**config.mk**
```make
export PLATFORM = sky130hd
export DESIGN_NAME = bus_scheduler
export DESIGN_NICKNAME = d
export VERILOG_FILES = /design/src/rtl/bus_pkg.sv /design/src/rtl/pi_handshake.sv /design/src/rtl/bus_scheduler.sv
export SDC_FILE = /design/constraint.sdc
export NUM_CORES = 1
export LEC_CHECK = 0
export CAP_MARGIN = 30
export CORE_MARGIN = 2
export CORE_UTILIZATION = 30
export CTS_CLUSTER_DIAMETER = 50
export DETAILED_ROUTE_END_ITERATION = 12
export DONT_BUFFER_PORTS = 1
export PLACE_DENSITY_LB_ADDON = 0.12
export SYNTH_ARGS = -nofsm -noshare
export SYNTH_HDL_FRONTEND = slang
export SYNTH_SLANG_ARGS = --single-unit
```
**constraint.sdc**
```tcl
create_clock -name clk16 -period 1.41 [get_ports clk16]
set_input_delay 0.2115 -clock clk16 [delete_from_list [all_inputs] [get_ports clk16]]
set_output_delay 0.2115 -clock clk16 [all_outputs]
set_load 0.1 [all_outputs]
```
**src/rtl/bus_pkg.sv**
```systemverilog
`default_nettype none
// ============================================================================
//  Module   : bus_pkg
//  Purpose  : Slot boundary phases and Pi handshake state type for the
//             16-phase shared-bus schedule.
//  Revision : 1.0  initial release
// ============================================================================
package bus_pkg;

    localparam logic [3:0] PH_VIDEO_RAM  = 4'd1;
    localparam logic [3:0] PH_VIDEO_ROM  = 4'd3;
    localparam logic [3:0] PH_PI_GRANT   = 4'd3;
    localparam logic [3:0] PH_PI_FIRST   = 4'd4;
    localparam logic [3:0] PH_PI_LAST    = 4'd7;
    localparam logic [3:0] PH_CPU_FIRST  = 4'd8;
    localparam logic [3:0] PH_IO_FIRST   = 4'd10;
    localparam logic [3:0] PH_PHI2_FIRST = 4'd12;

    typedef enum logic [1:0] {PI_IDLE, PI_GRANT, PI_DONE} pi_state_t;

endpackage
`default_nettype wire

```
**src/rtl/pi_handshake.sv**
```systemverilog
`default_nettype none
// ============================================================================
//  Module   : pi_handshake
//  Purpose  : pi_pending synchronizer and four-phase request/done FSM that
//             owns the Pi slot (phases 4-7).
//  Revision : 1.0  initial release
// ============================================================================
module pi_handshake
    import bus_pkg::*;
#(
    parameter int SYNC_STAGES = 2
) (
    input  logic       clk16,
    input  logic       reset,
    input  logic [3:0] phase,
    input  logic       pi_pending,
    output logic       pi_select,
    output logic       pi_strobe,
    output logic       pi_done
);

    localparam logic [3:0] c_ph_strobe_first = PH_PI_FIRST + 4'd1;
    localparam logic [3:0] c_ph_strobe_last  = PH_PI_LAST - 4'd1;

    logic [SYNC_STAGES-1:0] r_sync;
    pi_state_t              r_state;
    pi_state_t              w_state_next;
    logic                   w_pending;
    logic [3:0]             w_phase_next;
    logic                   r_pi_select;
    logic                   r_pi_strobe;
    logic                   r_pi_done;

    assign w_pending    = r_sync[SYNC_STAGES-1];
    assign w_phase_next = phase + 4'd1;

    // A request is only granted once the previous done has been acknowledged
    // by pending falling, so each rising edge of pending yields one transfer.
    always_comb begin
        w_state_next = r_state;
        case (r_state)
            PI_IDLE:  if (phase == PH_PI_GRANT && w_pending && !r_pi_done) w_state_next = PI_GRANT;
            PI_GRANT: if (phase == PH_PI_LAST) w_state_next = PI_DONE;
            PI_DONE:  if (!w_pending) w_state_next = PI_IDLE;
            default:  w_state_next = PI_IDLE;
        endcase
    end

    always_ff @(posedge clk16 or posedge reset) begin
        if (reset) begin
            r_sync      <= '0;
            r_state     <= PI_IDLE;
            r_pi_select <= 1'b0;
            r_pi_strobe <= 1'b0;
            r_pi_done   <= 1'b0;
        end else begin
            r_sync      <= {r_sync[SYNC_STAGES-2:0], pi_pending};
            r_state     <= w_state_next;
            r_pi_select <= (w_state_next == PI_GRANT);
            r_pi_strobe <= (w_state_next == PI_GRANT)
                           && (w_phase_next >= c_ph_strobe_first)
                           && (w_phase_next <= c_ph_strobe_last);
            r_pi_done   <= (w_state_next == PI_DONE);
        end
    end

    assign pi_select = r_pi_select;
    assign pi_strobe = r_pi_strobe;
    assign pi_done   = r_pi_done;

endmodule
`default_nettype wire

```
**src/rtl/bus_scheduler.sv**
```systemverilog
`default_nettype none
// ============================================================================
//  Module   : bus_scheduler
//  Purpose  : 16-phase shared-bus scheduler: phase counter, video/CPU slot
//             decode and the Pi handshake slot.
//  Revision : 1.0  initial release
// ============================================================================
module bus_scheduler
    import bus_pkg::*;
#(
    parameter int SYNC_STAGES = 2
) (
    input  logic       clk16,
    input  logic       reset,
    input  logic       pi_pending,
    input  logic       video_enable,
    output logic [3:0] phase,
    output logic       clk8,
    output logic       video_select,
    output logic       video_ram_strobe,
    output logic       video_rom_strobe,
    output logic       pi_select,
    output logic       pi_strobe,
    output logic       pi_done,
    output logic       cpu_select,
    output logic       io_select,
    output logic       cpu_strobe
);

    localparam logic [3:0] c_ph_wrap = 4'hF;

    logic [3:0] r_phase;
    logic [3:0] w_phase_next;
    logic       r_video_en;
    logic       w_video_en;
    logic       r_video_select;
    logic       r_video_ram_strobe;
    logic       r_video_rom_strobe;
    logic       r_cpu_select;
    logic       r_io_select;
    logic       r_cpu_strobe;

    assign w_phase_next = r_phase + 4'd1;
    // Enable is captured at phase 15 and frozen for the whole video slot.
    assign w_video_en   = (r_phase == c_ph_wrap) ? video_enable : r_video_en;

    // Slot qualifiers are decoded from the next phase so they line up with
    // the counter while still coming straight out of flops.
    always_ff @(posedge clk16 or posedge reset) begin
        if (reset) begin
            r_phase            <= 4'd0;
            r_video_en         <= 1'b0;
            r_video_select     <= 1'b0;
            r_video_ram_strobe <= 1'b0;
            r_video_rom_strobe <= 1'b0;
            r_cpu_select       <= 1'b0;
            r_io_select        <= 1'b0;
            r_cpu_strobe       <= 1'b0;
        end else begin
            r_phase            <= w_phase_next;
            r_video_en         <= w_video_en;
            r_video_select     <= w_video_en && (w_phase_next < PH_PI_FIRST);
            r_video_ram_strobe <= w_video_en && (w_phase_next == PH_VIDEO_RAM);
            r_video_rom_strobe <= w_video_en && (w_phase_next == PH_VIDEO_ROM);
            r_cpu_select       <= (w_phase_next >= PH_CPU_FIRST);
            r_io_select        <= (w_phase_next >= PH_IO_FIRST);
            r_cpu_strobe       <= (w_phase_next >= PH_PHI2_FIRST);
        end
    end

    pi_handshake #(
        .SYNC_STAGES (SYNC_STAGES)
    ) u_pi_handshake (
        .clk16      (clk16),
        .reset      (reset),
        .phase      (r_phase),
        .pi_pending (pi_pending),
        .pi_select  (pi_select),
        .pi_strobe  (pi_strobe),
        .pi_done    (pi_done)
    );

    assign phase            = r_phase;
    assign clk8             = r_phase[0];
    assign video_select     = r_video_select;
    assign video_ram_strobe = r_video_ram_strobe;
    assign video_rom_strobe = r_video_rom_strobe;
    assign cpu_select       = r_cpu_select;
    assign io_select        = r_io_select;
    assign cpu_strobe       = r_cpu_strobe;

endmodule
`default_nettype wire

```
==> results.txt <==
data arrival time of the worst path -> 1.57 ns
minimum clock period -> 1.38 ns
chip height -> 54.2 um
Syn. warnings -> 0
die area -> 2940 um2
grt ovf -> 0
top cells by count, synth -> dfrtp_1 (18), ha_1 (4), inv_1 (3), nor3b_1 (3)
CTS root buf -> clkbuf_4
Top Ports -> 18
final instance area -> 1040 um2
Max clock buf depth -> 2
Syn Area/Cell -> 14.0 um2
final period utilization -> 98.2%
Post-Syn Area -> 757 um2
#FFs+latches synth -> 18
RSZ-0062 raised after global routing -> yes
Routed WL -> 1310 um
PnR worst setup slack -> 0.0252 ns
count of final setup violators -> 0
DP HPWL -> 931 um
crit-path cells -> ha_4, and4bb_1, a22o_1, and4b_1
via density per instance -> 4.50
Final Hold Fails -> 0
Final nets -> 88
cells after synthesis -> 54
site row count -> 18
layout cells sized above 1 -> 46.8%
Ant. Diodes -> 0
Worst setup SP type -> flop
maximum clock rate -> 722 MHz
placed inst area -> 936 um2
Layout area overhead -> 37.2%
CTS sink cnt -> 18
peak supply drop -> 0.470 mV
Initial Util -> 31.1%
vias in the first global route -> 500
max_slew headroom -> 73.9%
area leader, netlist -> dfrtp_1
EDFF count, synth -> 0
CTS clock-pin slew for the worst setup and hold paths -> 0.10 ns
routed len/inst -> 12.0 um
drt pass-1 iters -> 4
cell family with most CP delay -> flip-flops
Seq/Total Area, Yosys -> 59.5%
critical path type -> flop to flop
Netlist cell types -> 25
syn nets -> 62
Setup Skew -> 0.00213 ns
MaxCap Viol Count -> 0
GP Congestion -> 0.744
Pwr Density -> 856 nW/um2
CTS buffer count -> 3
Leakage Power -> 0.507 nW
worst-margin pin slew -> 0.392 ns
aggregate negative setup slack -> 0 ns
hold crit path type -> primary input to flop
Post-synth ARST share -> 100%
placed cell count -> 99
DRC violations left -> 0
fin. max-slew vios -> 0
Slowest-stage cell, CP -> dfrtp_4
dominant synthesized flop cell -> dfrtp_1
Synth area leaders -> dfrtp_1 (60%), ha_1 (6.6%), nor3b_1 (3.0%)
pre-CTS worst setup slack -> 0.0220 ns
WP data required -> 1.60 ns
Non-Filler Instances -> 109
Core ar. -> 2430 um2
status -> finished, final reports clean
CTS H-tree depth -> 1
CTS tree -> yes
input/output buffers -> 0
CP Capture Type -> flop
hold slack final -> 0.0708 ns
critical path's largest stage delay -> 0.52 ns
drt initial violations -> 3
Yosys top cell area share -> 59.5%
routed via count -> 490
total track usage -> 11.0%
clock latency on the worst-skew pair -> 0.29 ns
crit-path max FO -> 6
Worst Path Buf+Inv -> 0
Die X -> 54.2 um
most frequent cell after synthesis -> dfrtp_1
first-pass GRT wire length -> 2150 um
antenna violation net count after detailed routing -> 0
initial antenna violation count -> 0
largest net degree at the start of global routing -> 19
[area by class of cell]
cell class | instances | area, um2
fill | 226 | 1390
sequential | 18 | 467
multi-input combinational | 31 | 298
timing repair buffer | 23 | 189
tap | 30 | 37.5
clock buffer | 4 | 36.3
inverter | 3 | 11.3
[final timing paths]
path / from / to / slack (ns) / cells after the start
worst max-delay path: phase[0]$_DFF_PP0_ / u_pi_handshake.pi_strobe$_DFF_PP0_ / 0.03 / 4
worst max register to register: phase[0]$_DFF_PP0_ / u_pi_handshake.pi_strobe$_DFF_PP0_ / 0.03 / 4
min in group asynchronous: reset / phase[2]$_DFF_PP0_ / 0.37 / 3
worst min register to register: u_pi_handshake.r_sync[0]$_DFF_PP0_ / u_pi_handshake.r_sync[1]$_DFF_PP0_ / 0.36 / 0
worst min-delay path: video_enable / r_video_en$_DFF_PP0_ / 0.07 / 1
max in group asynchronous: reset / phase[3]$_DFF_PP0_ / 0.83 / 3
[kinds of logic after synthesis]
| family | count (synthesis) | synth area share, % |
|---|---|---|
| flops | 18 | 59.5 |
| mux | 2 | 3.47 |
| simple gates | 15 | 14.4 |
| compound gates | 7 | 8.10 |
| xor+xnor | 3 | 4.46 |
| buf+inv | 5 | 3.47 |
| fa+ha+maj | 4 | 6.61 |
[registers in the layout (all words and copies together), names as in the netlist]
register,count
cpu_select,1
u_pi_handshake.pi_done,1
u_pi_handshake.r_sync,2
video_select,1
u_pi_handshake.r_state,2
video_rom_strobe,1
video_ram_strobe,1
cpu_strobe,1
u_pi_handshake.pi_strobe,1
phase,4
r_video_en,1
u_pi_handshake.pi_select,1
io_select,1
[routing by layer]
metal  part of all wire [%]  GRT usage (%)
met1                     47           13.3
met2                     44           16.3
met3                    7.2           2.46
met4                    2.1           10.0
met5                      0              0
[where the power goes]
part | internal, mW | switching, mW
sequential | 0.523 | 0.00336
clock | 0.157 | 0.152
combinational | 0.0156 | 0.0384
[through the flow]
stage | util, % | power, mW
final | 42.7 | 0.889
after global routing | 42.7 | 0.943
after CTS | 41.1 | 0.913
after detailed placement | 38.5 | 0.587
after global placement | 38.5 | 0.587
after floorplan | - | 0.574
[what timing repair did]
action	CTS	global route
buffers inserted	0	4
gates resized for setup	2	2
setup endpoints to repair	4	3
gates cloned	0	0
hold endpoints to repair	19	0
pin swaps	1	1
hold buffers	2	0
[cells in the final DEF, fill, tap and decap left out, drive strengths merged, types with 2 or more instances in the layout]
master / n
buf: 21
dfrtp: 18
ha: 4
clkbuf: 4
inv: 3
nor3b: 3
nand3b: 2
o21ai: 2
nor2b: 2
a22o: 2
dlygate4sd3: 2
nand3: 2
xnor2: 2
mux2: 2
(Power assumes the default switching activity.)
